==> config.mk <==
export PLATFORM = sky130hd
export DESIGN_NAME = cache_bus_arbiter
export DESIGN_NICKNAME = d
export VERILOG_FILES = /design/src/rtl/cache_bus_pkg.sv /design/src/rtl/cache_bus_arbiter_rr_picker.sv /design/src/rtl/cache_bus_arbiter.sv
export SDC_FILE = /design/constraint.sdc
export NUM_CORES = 1
export LEC_CHECK = 0
export ABC_AREA = 0
export CORE_ASPECT_RATIO = 1.2
export CORE_MARGIN = 3
export CORE_UTILIZATION = 49
export DETAILED_ROUTE_END_ITERATION = 10
export PLACE_DENSITY = 0.89
export SKIP_CTS_REPAIR_TIMING = 1
export SLEW_MARGIN = 10
export SYNTH_ARGS = -nofsm -noshare
export SYNTH_HDL_FRONTEND = slang
export SYNTH_SLANG_ARGS = --single-unit
==> constraint.sdc <==
create_clock -name clk -period 5.1 [get_ports clk]
set_input_delay 1.02 -clock clk [delete_from_list [all_inputs] [get_ports clk]]
set_output_delay 1.02 -clock clk [all_outputs]
set_load 0.02 [all_outputs]
==> src/rtl/cache_bus_pkg.sv <==
// Shared bus command and arbiter state types for the snooping cache bus.
// Used by the arbiter, the cache controllers and the bench.
package cache_bus_pkg;

  localparam int CMD_W = 2;

  typedef enum logic [1:0] {
    BUS_RD   = 2'b00,
    BUS_RDX  = 2'b01,
    BUS_UPGR = 2'b10,
    BUS_WB   = 2'b11
  } bus_cmd_t;

  typedef enum logic [1:0] {
    IDLE  = 2'b00,
    SNOOP = 2'b01,
    MEM   = 2'b10,
    RESP  = 2'b11
  } arb_state_t;

endpackage

==> src/rtl/cache_bus_arbiter_rr_picker.sv <==
// Combinational round-robin picker: the first requester after last_owner wins,
// with last_owner itself taking lowest priority.
module rr_picker #(
  parameter int NUM_CORES = 2,
  parameter int IDX_W     = $clog2(NUM_CORES)
) (
  input  logic [NUM_CORES-1:0] req,
  input  logic [IDX_W-1:0]     last_owner,
  output logic                 valid,
  output logic [IDX_W-1:0]     index
);

  logic [IDX_W:0]   sum_s;
  logic [IDX_W-1:0] cand_s;
  logic             hit_s;

  // Scan from lowest to highest priority so the nearest requester overwrites the rest.
  always_comb begin
    valid  = 1'b0;
    index  = {IDX_W{1'b0}};
    sum_s  = {(IDX_W+1){1'b0}};
    cand_s = {IDX_W{1'b0}};
    hit_s  = 1'b0;
    for (int i = NUM_CORES; i >= 1; i--) begin
      sum_s  = {1'b0, last_owner} + (IDX_W+1)'(i);
      cand_s = (sum_s >= (IDX_W+1)'(NUM_CORES)) ? IDX_W'(sum_s - (IDX_W+1)'(NUM_CORES))
                                                : sum_s[IDX_W-1:0];
      hit_s  = req[cand_s];
      valid  = valid | hit_s;
      index  = hit_s ? cand_s : index;
    end
  end

endmodule

==> src/rtl/cache_bus_arbiter.sv <==
// Snooping cache bus arbiter: round-robin grant, one-cycle snoop broadcast,
// optional memory access, then a one-cycle done pulse to the owning core.
module cache_bus_arbiter
  import cache_bus_pkg::*;
#(
  parameter int NUM_CORES = 2,
  parameter int ADDR_W    = 32,
  parameter int DATA_W    = 32
) (
  input  logic                         clk,
  input  logic                         reset,
  input  logic [NUM_CORES-1:0]         req,
  input  logic [NUM_CORES*2-1:0]       cmd,
  input  logic [NUM_CORES*ADDR_W-1:0]  addr,
  input  logic [NUM_CORES*DATA_W-1:0]  wdata,
  output logic [NUM_CORES-1:0]         gnt,
  output logic [NUM_CORES-1:0]         done,
  output logic [DATA_W-1:0]            rdata,
  output logic                         snoop_valid,
  output bus_cmd_t                     snoop_cmd,
  output logic [ADDR_W-1:0]            snoop_addr,
  output logic [$clog2(NUM_CORES)-1:0] snoop_src,
  output logic                         mem_req,
  output logic                         mem_we,
  output logic [ADDR_W-1:0]            mem_addr,
  output logic [DATA_W-1:0]            mem_wdata,
  input  logic                         mem_ready,
  input  logic [DATA_W-1:0]            mem_rdata
);

  localparam int               IDX_W     = $clog2(NUM_CORES);
  localparam logic [IDX_W-1:0] LAST_CORE = IDX_W'(NUM_CORES - 1);

  arb_state_t        state_r, state_next_s;
  bus_cmd_t          cmd_r, sel_cmd_s;
  logic [ADDR_W-1:0] addr_r, sel_addr_s;
  logic [DATA_W-1:0] wdata_r, sel_wdata_s;
  logic [IDX_W-1:0]  owner_r, last_owner_r, win_idx_s, owner_next_s;
  logic              win_valid_s, start_s;

  function automatic logic [NUM_CORES-1:0] idx_onehot(input logic [IDX_W-1:0] idx);
    logic [NUM_CORES-1:0] vec;
    vec      = {NUM_CORES{1'b0}};
    vec[idx] = 1'b1;
    return vec;
  endfunction

  rr_picker #(
    .NUM_CORES (NUM_CORES),
    .IDX_W     (IDX_W)
  ) u_rr_picker (
    .req        (req),
    .last_owner (last_owner_r),
    .valid      (win_valid_s),
    .index      (win_idx_s)
  );

  assign sel_cmd_s    = bus_cmd_t'(cmd[int'(win_idx_s)*CMD_W +: CMD_W]);
  assign sel_addr_s   = addr[int'(win_idx_s)*ADDR_W +: ADDR_W];
  assign sel_wdata_s  = wdata[int'(win_idx_s)*DATA_W +: DATA_W];
  assign start_s      = (state_r == IDLE) && win_valid_s;
  assign owner_next_s = start_s ? win_idx_s : owner_r;

  // Next-state decode; upgrades skip memory since the line is already held.
  always_comb begin
    state_next_s = state_r;
    case (state_r)
      IDLE:    state_next_s = win_valid_s ? SNOOP : IDLE;
      SNOOP:   state_next_s = (cmd_r == BUS_UPGR) ? RESP : MEM;
      MEM:     state_next_s = mem_ready ? RESP : MEM;
      RESP:    state_next_s = IDLE;
      default: state_next_s = IDLE;
    endcase
  end

  // State register.
  always_ff @(posedge clk) begin
    if (reset) begin
      state_r <= IDLE;
    end else begin
      state_r <= state_next_s;
    end
  end

  // Transaction latch: the winner's request is frozen until the transaction ends.
  always_ff @(posedge clk) begin
    if (reset) begin
      cmd_r        <= BUS_RD;
      addr_r       <= {ADDR_W{1'b0}};
      wdata_r      <= {DATA_W{1'b0}};
      owner_r      <= {IDX_W{1'b0}};
      last_owner_r <= LAST_CORE;
    end else begin
      if (start_s) begin
        cmd_r   <= sel_cmd_s;
        addr_r  <= sel_addr_s;
        wdata_r <= sel_wdata_s;
        owner_r <= win_idx_s;
      end
      if (state_r == RESP) begin
        last_owner_r <= owner_r;
      end
    end
  end

  // Outputs registered from the next state so they line up with the state they describe.
  always_ff @(posedge clk) begin
    if (reset) begin
      gnt         <= {NUM_CORES{1'b0}};
      done        <= {NUM_CORES{1'b0}};
      rdata       <= {DATA_W{1'b0}};
      snoop_valid <= 1'b0;
      snoop_cmd   <= BUS_RD;
      snoop_addr  <= {ADDR_W{1'b0}};
      snoop_src   <= {IDX_W{1'b0}};
      mem_req     <= 1'b0;
      mem_we      <= 1'b0;
      mem_addr    <= {ADDR_W{1'b0}};
      mem_wdata   <= {DATA_W{1'b0}};
    end else begin
      gnt         <= (state_next_s != IDLE) ? idx_onehot(owner_next_s) : {NUM_CORES{1'b0}};
      done        <= (state_next_s == RESP) ? idx_onehot(owner_next_s) : {NUM_CORES{1'b0}};
      snoop_valid <= (state_next_s == SNOOP);
      mem_req     <= (state_next_s == MEM);
      mem_we      <= (state_next_s == MEM) && (cmd_r == BUS_WB);
      rdata       <= ((state_r == MEM) && (state_next_s == RESP) && (cmd_r != BUS_WB))
                     ? mem_rdata : {DATA_W{1'b0}};
      if (start_s) begin
        snoop_cmd  <= sel_cmd_s;
        snoop_addr <= sel_addr_s;
        snoop_src  <= win_idx_s;
      end
      if ((state_r == SNOOP) && (state_next_s == MEM)) begin
        mem_addr  <= addr_r;
        mem_wdata <= wdata_r;
      end
    end
  end

endmodule
# [Yosys cells after proc, flatten, opt, wreduce, memory -nomap -nowiden]
# Cells that the tools add are included.
[word_totals] reg_bits=174 latchBits=0 mem_bits_rw=0 rom_bits=0 in_bits=169 out_inout_bits=138 elab_cells=67 mem_count=0
[op_classes] add_sub_neg=4 multipliers=0 div=0 magnitude_cmp=6 n_eq_ne=9 shifts=3 mux=15 n_bitwise=4 n_reduce_logical=11
[op_table] cell="variable part select 64 x 7 -> 32 bit" n=2
[op_table] cell="two-way mux 1 bit" n=13
[op_table] cell="equality test 2 bit, second input constant" n=6
[op_table] cell="case mux 2 bit (4 select lines)" n=1
[op_table] cell="logical AND 1 bit" n=6
[op_table] cell="less-than comparator 1 x 2 -> 1 bit, second input constant" n=3
[op_table] cell="OR reduction 2 bit" n=3
[op_table] cell="equality test 2 x 1 -> 1 bit, second input constant" n=2
[op_table] cell=">= comparator 2 bit, second input constant" n=2
[op_table] cell="variable part select 4 x 3 -> 2 bit" n=1
[op_table] cell="inverter 1 bit" n=3
[op_table] cell="adder 1 x 1 -> 2 bit, second input constant" n=1
[op_table] cell="adder 1 x 2 -> 2 bit, second input constant" n=1
[op_table] cell="logical NOT 2 bit" n=1
[op_table] cell="!= test 2 bit, second input constant" n=1
[op_table] cell="nonzero test 2 bit" n=1
[op_table] cell="subtractor 1 bit, second input constant" n=2
[op_table] cell="demux 1 bit (select 1 bit)" n=1
[op_table] cell=">= comparator 1 bit, second input constant" n=1
[op_table] cell="OR 1 bit" n=1

# [Depth between registers and ports, before layout]
[logic_depth] word_depth=13 ltp_mapped=8 depth_no_buf=5

# [By module]
# From an unflattened synthesis, not the netlist that was laid out.
[hier_totals] cells_unflattened=938 area_unflattened_um2=8972.4
[modules_own_cells] module="cache_bus_arbiter" n_inst=1 cells_each=936 area_per_inst_um2=8958.6 seq_area_each_um2=3483.3
[modules_own_cells] module="rr_picker" n_inst=1 cells_each=2 area_per_inst_um2=13.8 seq_area_each_um2=0.0

# [Worst setup path before layout]
# OpenSTA, ideal clock, no wires.
[synth_path] kind="input port to flip-flop" startpoint="in req[0]" endpoint="reg mem_addr[0]" setup_ns=0.124 arrival_ns=1.930 required_ns=4.976 slack_ns=3.046 cell_stages=5 path_buffers=2 path_cell_list="or3b_1 buf_2 buf_2 o211ai_1 nand3_1"
[synth_between] elab_chain_len=7 word_cells_on_any_way=9 cone_classes="1 x eq/ne; 6 x mux; 1 x bitwise; 1 x reduce/logical"
[synth_lines] item="start: declaration" line_no="cache_bus_arbiter.sv:12" text="input logic [NUM_CORES-1:0] req,"
[synth_lines] item="two-way mux 1 bit (not written as such) (2 in a row)" line_no="cache_bus_arbiter_rr_picker.sv:28" text="hit_s = req[cand_s];"
[synth_lines] item="OR 1 bit (*)" line_no="cache_bus_arbiter_rr_picker.sv:29" text="valid = valid | hit_s;"
[synth_lines] item="two-way mux 1 bit (*)" line_no="cache_bus_arbiter.sv:68" text="IDLE: state_next_s = win_valid_s ? SNOOP : IDLE;"
[synth_lines] item="case mux 2 bit (4 select lines) (*)" line_no="cache_bus_arbiter.sv:67" text="case (state_r)"
[synth_lines] item="equality test 2 bit (*)" line_no="cache_bus_arbiter.sv:133" text="if ((state_r == SNOOP) && (state_next_s == MEM)) begin"
[synth_lines] item="logical AND 1 bit (*)" line_no="cache_bus_arbiter.sv:133"
[synth_lines] item="end signal: assignment" line_no="cache_bus_arbiter.sv:118" text="mem_addr <= {ADDR_W{1'b0}};"
[synth_lines] item="end signal: assignment" line_no="cache_bus_arbiter.sv:134" text="mem_addr <= addr_r;"
[synth_lines] item="end: declaration" line_no="cache_bus_arbiter.sv:25" text="output logic [ADDR_W-1:0] mem_addr,"
# Mark *: on every way between the ends. The rest lies on a longest branch, timed or not. The select of a mux whose other input is x is not followed.
# A chain may end at the register's enable or synchronous reset.

# [Worst setup path in the final report]
[layout_path] startpoint="in req[0]" endpoint="reg rdata[12]"
[layout_between] elab_chain_len=10 word_cells_on_any_way=12 cone_classes="1 x eq/ne; 6 x mux; 2 x bitwise; 3 x reduce/logical"
[layout_lines] item="two-way mux 1 bit (not written as such) (2 in a row)" line_no="cache_bus_arbiter_rr_picker.sv:28"
[layout_lines] item="OR 1 bit (*)" line_no="cache_bus_arbiter_rr_picker.sv:29"
[layout_lines] item="two-way mux 1 bit (*)" line_no="cache_bus_arbiter.sv:68"
[layout_lines] item="case mux 2 bit (4 select lines) (*)" line_no="cache_bus_arbiter.sv:67"
[layout_lines] item="equality test 2 bit (*)" line_no="cache_bus_arbiter.sv:126" text="rdata <= ((state_r == MEM) && (state_next_s == RESP) && (cmd_r != BUS_WB))"
[layout_lines] item="logical AND 1 bit (*) (2 in a row)" line_no="cache_bus_arbiter.sv:126"
[layout_lines] item="inverter 1 bit (no source line) (*)"
[layout_lines] item="OR reduction 2 bit (no source line) (*)"
[layout_lines] item="end signal: assignment" line_no="cache_bus_arbiter.sv:111" text="rdata <= {DATA_W{1'b0}};"
[layout_lines] item="end signal: assignment" line_no="cache_bus_arbiter.sv:126"
[layout_lines] item="end: declaration" line_no="cache_bus_arbiter.sv:18" text="output logic [DATA_W-1:0] rdata,"
# Marks and branches as above.

==> flow_summary.html <==
<table>
<tr><th>Metric</th><th>Value</th></tr>
<tr><th colspan="2">STA</th></tr>
<tr><td>Final clock period utilization by the worst path</td><td>60.5%</td></tr>
<tr><td>Maximum frequency from static timing analysis</td><td>0.324 GHz</td></tr>
<tr><td>Finish-stage setup viols</td><td>0</td></tr>
<tr><td>Worst-case headroom to the max-slew limit</td><td>35.7%</td></tr>
<tr><td>Final worst-path setup slack</td><td>2.02 ns</td></tr>
<tr><td>Transition time at the pin with the least slew margin</td><td>0.962 ns</td></tr>
<tr><td>RSZ-0062 raised after global routing</td><td>false</td></tr>
<tr><td>Worst Clk Skew</td><td>0.00984 ns</td></tr>
<tr><td>Max Transition Viols Final</td><td>0</td></tr>
<tr><td>Final min period</td><td>3.08 ns</td></tr>
<tr><td>Setup tns final</td><td>0 ns</td></tr>
<tr><td>Endpoints failing hold</td><td>0</td></tr>
<tr><th colspan="2">Synthesis</th></tr>
<tr><td>Area fraction in and, or, nand and nor cells after synthesis</td><td>26.2%</td></tr>
<tr><td>Post-synthesis net count</td><td>1110</td></tr>
<tr><td>Share of the synthesized netlist area taken by xor and xnor gates</td><td>0%</td></tr>
<tr><td>Sequential cell area fraction in the yosys report</td><td>41.0%</td></tr>
<tr><td>Share of synthesized cell area in full adder, half adder and majority cells</td><td>0.737%</td></tr>
<tr><td>Syn Area/Cell</td><td>9.07 sq um</td></tr>
<tr><td>Share of the synthesized area in compound gates (AO/OA/AOI/OAI)</td><td>18.5%</td></tr>
<tr><td>Number of different library cells in the post-synthesis netlist</td><td>35</td></tr>
<tr><td>Most area-consuming cells after synthesis</td><td>sky130_fd_sc_hd__dfxtp_1, sky130_fd_sc_hd__mux2i_1, sky130_fd_sc_hd__and4b_1, sky130_fd_sc_hd__nand3_1, sky130_fd_sc_hd__a211oi_1</td></tr>
<tr><td>FF+latch count, synth</td><td>174</td></tr>
<tr><td>Multiplexer share of the synthesized area</td><td>7.78%</td></tr>
<tr><td>Fraction of post-synthesis cell area in the top cell type by area</td><td>41.0%</td></tr>
<tr><td>Combinational family with the most area after synthesis</td><td>simple AND/OR/NAND/NOR gates</td></tr>
<tr><td>Library cell with the largest summed area after synthesis</td><td>sky130_fd_sc_hd__dfxtp_1</td></tr>
<tr><td>Mapped Cells</td><td>936</td></tr>
<tr><td>Count of warnings emitted by yosys</td><td>0</td></tr>
<tr><td>Cell area after synthesis</td><td>0.00849 sq mm</td></tr>
<tr><th colspan="2">Routing</th></tr>
<tr><td>Number of antenna-violating nets in the routed design</td><td>0</td></tr>
<tr><td>DRT iter0 DRCs</td><td>888</td></tr>
<tr><td>Detailed-router iteration count before antenna repair</td><td>6</td></tr>
<tr><td>Total detailed-routing wirelength</td><td>26.6 mm</td></tr>
<tr><td>DRC viols</td><td>0</td></tr>
<tr><td>Via count</td><td>8387</td></tr>
<tr><td>Routed WL per cell</td><td>19.1 um</td></tr>
<tr><td>Routed vias/inst</td><td>6.00</td></tr>
<tr><th colspan="2">Clock tree</th></tr>
<tr><td>CTS Root Buffer Type</td><td>sky130_fd_sc_hd__clkbuf_16</td></tr>
<tr><td>Maximum root-to-sink buffer count</td><td>2</td></tr>
<tr><td>Clock tree from TritonCTS</td><td>done</td></tr>
<tr><td>Clock insertion delay at the later pin of the skew report</td><td>0.43 ns</td></tr>
<tr><td>Clock-pin transition on the worst setup and hold timing paths</td><td>0.07 ns</td></tr>
<tr><td>Number of H-tree levels</td><td>4</td></tr>
<tr><td>TritonCTS buffer count</td><td>17</td></tr>
<tr><td>Clock tree sinks</td><td>174</td></tr>
<tr><th colspan="2">Placed design</th></tr>
<tr><td>Pre-CTS setup slack</td><td>1.63 ns</td></tr>
<tr><td>HPWL after DPL</td><td>17.4 mm</td></tr>
<tr><td>Placer's final routability congestion estimate</td><td>0.779</td></tr>
<tr><td>Number of buffers added on ports</td><td>306</td></tr>
<tr><th colspan="2">Worst setup path</th></tr>
<tr><td>Type of element launching the critical path</td><td>primary input</td></tr>
<tr><td>Setup slack, reg-to-reg</td><td>2.13 ns</td></tr>
<tr><td>CP Data Arrival Time</td><td>3.45 ns</td></tr>
<tr><td>Slowest stage cell, crit path</td><td>sky130_fd_sc_hd__o2111a_1</td></tr>
<tr><td>WP buf/inv</td><td>1</td></tr>
<tr><td>Critical path class</td><td>primary input to register</td></tr>
<tr><td>Maximum net fanout on the critical path</td><td>33</td></tr>
<tr><td>Highest cell delay on the worst timing path</td><td>0.89 ns</td></tr>
<tr><td>Nature of the critical path endpoint</td><td>register</td></tr>
<tr><td>Required @ worst endpoint</td><td>5.47 ns</td></tr>
<tr><td>Cell family with the largest share of critical-path delay</td><td>simple AND/OR/NAND/NOR gates</td></tr>
<tr><td>List of cells traversed by the critical path</td><td>clkdlybuf4s50_1 &gt; or3b_2 &gt; o2111a_1 &gt; and2_1</td></tr>
<tr><th colspan="2">GRT</th></tr>
<tr><td>Congestion Overflow GR</td><td>0</td></tr>
<tr><td>Initial antenna violation count</td><td>0</td></tr>
<tr><td>Vias in the first global route</td><td>8154</td></tr>
<tr><td>Largest net degree at the start of global routing</td><td>103</td></tr>
<tr><td>Combined global-route utilization of all metal layers</td><td>26.8%</td></tr>
<tr><td>Global-route wire length before repair</td><td>41.6 mm</td></tr>
<tr><th colspan="2">Die</th></tr>
<tr><td>Die Span X</td><td>126 um</td></tr>
<tr><td>Initial Util</td><td>50.2%</td></tr>
<tr><td>Standard cell core area</td><td>0.0169 sq mm</td></tr>
<tr><td>Die area</td><td>0.0189 sq mm</td></tr>
<tr><td>I/O Pins</td><td>307</td></tr>
<tr><td>Std-Cell Rows</td><td>52</td></tr>
<tr><td>Die H</td><td>150 um</td></tr>
<tr><th colspan="2">Min path</th></tr>
<tr><td>Type of the tightest min-delay check</td><td>register to register</td></tr>
<tr><th colspan="2">Layout</th></tr>
<tr><td>Count of antenna diodes in the layout</td><td>0</td></tr>
<tr><td>Syn-to-layout area delta</td><td>42.6%</td></tr>
<tr><td>Share of layout cells above drive strength 1</td><td>5.00%</td></tr>
<tr><td>Area of the multi-input gates</td><td>0.00456 sq mm</td></tr>
<tr><td>Share of the core filled with cells in the final layout</td><td>71.5%</td></tr>
<tr><td>Sequential cell area</td><td>0.00348 sq mm</td></tr>
<tr><td>Fin nets</td><td>1342</td></tr>
<tr><td>Fillers</td><td>1281</td></tr>
<tr><th colspan="2">Flow run</th></tr>
<tr><td>Max_cap viols</td><td>0</td></tr>
<tr><th colspan="2">Power and ir drop</th></tr>
<tr><td>Leak Pwr</td><td>4.65 nW</td></tr>
<tr><td>Power density over the cells</td><td>413 mW/mm^2</td></tr>
<tr><td>Max IR drop VDD</td><td>240 uV</td></tr>
<tr><th colspan="2">Run status</th></tr>
<tr><td>Status</td><td>completed</td></tr>
</table>
per-layer routing:
metal / global-route usage [%] / share of wire [%] / vias to the layer above
li1: - / - / 3964
met1: 31.9 / 39 / 4028
met2: 47.8 / 51 / 343
met3: 5.68 / 6.4 / 52
met4: 9.71 / 3.0 / 0
met5: 0 / 0 / -
state kept, by name, indices dropped and copies added, names as in the netlist:
register and cells:
last_owner_r 1, done 2, snoop_src 1, mem_wdata 32
owner_r 1, gnt 2, wdata_r 32, snoop_addr 32
mem_req 1, mem_addr 32, rdata 32, state_r 2
snoop_valid 1, mem_we 1, snoop_cmd 2
area by class of cell:
cell class	count	share of cell area, %
clock buffers	17	3.52
clock inverters	15	1.27
inverters	3	0.0931
multi-input cells	650	37.7
flip-flops and latches	174	28.8
well taps	216	2.23
repair buffers	322	26.4
per-stage QoR:
stage	power (mW)	instance area, sq um	cells	hold slack (ns)
floorplan	2.91	8490	936	0.460
global placement	3.68	11500	1365	0.477
detailed placement	3.71	11500	1365	0.491
CTS	5.00	12100	1397	0.501
global route	5.24	12100	1397	0.516
finish	5.00	12100	1397	0.499
cell families (layout without fill, tap and decap cells):
family                     Yosys count  in the layout
DFF                                174            174
adders and majority gates            5              5
AOI/OAI and AO/OA                  209            209
and+or+nand+nor                    370            370
muxes                               66             66
buffers and inverters              112            357
where the power goes:
part / total [mW] / switching [mW] / internal [mW]
registers: 1.76 / 0.153 / 1.61
clock network: 1.29 / 0.602 / 0.692
logic: 1.94 / 1.22 / 0.718
total: 5.00 / 1.98 / 3.02
cell usage after synthesis:
cell                       instances
sky130_fd_sc_hd__a211o_1           1
sky130_fd_sc_hd__a211oi_1         68
sky130_fd_sc_hd__a21boi_0          1
sky130_fd_sc_hd__a21boi_2          1
sky130_fd_sc_hd__a21o_1            1
sky130_fd_sc_hd__a21oi_1           1
sky130_fd_sc_hd__a22o_1            1
sky130_fd_sc_hd__a22oi_1          66
sky130_fd_sc_hd__and2_1           33
sky130_fd_sc_hd__and2b_1           1
sky130_fd_sc_hd__and3b_1           1
sky130_fd_sc_hd__and4_1            1
sky130_fd_sc_hd__and4b_1          64
sky130_fd_sc_hd__buf_1             9
sky130_fd_sc_hd__buf_2            14
sky130_fd_sc_hd__buf_4             8
sky130_fd_sc_hd__buf_6             1
sky130_fd_sc_hd__buf_8             1
sky130_fd_sc_hd__clkbuf_1         76
sky130_fd_sc_hd__dfxtp_1         174
sky130_fd_sc_hd__ha_1              5
sky130_fd_sc_hd__inv_1             3
sky130_fd_sc_hd__mux2i_1          66
sky130_fd_sc_hd__nand2_1           2
sky130_fd_sc_hd__nand3_1         128
sky130_fd_sc_hd__nand3b_1          1
sky130_fd_sc_hd__nor2_1           71
sky130_fd_sc_hd__nor2b_1          65
sky130_fd_sc_hd__nor3_1            1
sky130_fd_sc_hd__nor3b_1           1
sky130_fd_sc_hd__o2111a_1          1
sky130_fd_sc_hd__o211ai_1         65
sky130_fd_sc_hd__o21a_1            1
sky130_fd_sc_hd__o21ai_0           2
sky130_fd_sc_hd__or3b_1            1
path summary, 6_finish.rpt:
check | to | startpoint | depth (start not counted)
worst max-delay path | rdata[12] | req[0] | 4
worst min-delay path | wdata_r[7] | wdata_r[7] | 2
worst max register to register | rdata[12] | state_r[0] | 6
worst min register to register | wdata_r[7] | wdata_r[7] | 2
tightest hold or removal path: stages (launching register included):
cell                       delay [ns]
sky130_fd_sc_hd__dfxtp_1         0.31
sky130_fd_sc_hd__nor2_1          0.09
sky130_fd_sc_hd__a211oi_1        0.05
placed cells by master, fill, tap and decap left out, types with 2 or more instances in the layout:
cell type and instances:
sky130_fd_sc_hd__and2_1 33, sky130_fd_sc_hd__clkinvlp_4 2, sky130_fd_sc_hd__mux2i_1 66, sky130_fd_sc_hd__clkdlybuf4s50_1 305
sky130_fd_sc_hd__o211ai_1 65, sky130_fd_sc_hd__nand3_1 128, sky130_fd_sc_hd__clkbuf_16 17, sky130_fd_sc_hd__and4b_1 64
sky130_fd_sc_hd__nor2_1 71, sky130_fd_sc_hd__a22oi_1 66, sky130_fd_sc_hd__clkinv_4 3, sky130_fd_sc_hd__inv_6 5
sky130_fd_sc_hd__ha_2 2, sky130_fd_sc_hd__buf_4 15, sky130_fd_sc_hd__nor2b_1 65, sky130_fd_sc_hd__inv_1 3
sky130_fd_sc_hd__dfxtp_1 174, sky130_fd_sc_hd__inv_8 3, sky130_fd_sc_hd__o21ai_0 2, sky130_fd_sc_hd__a211oi_1 68
sky130_fd_sc_hd__ha_1 3
Note: power is estimated with default switching activity, not from simulation.
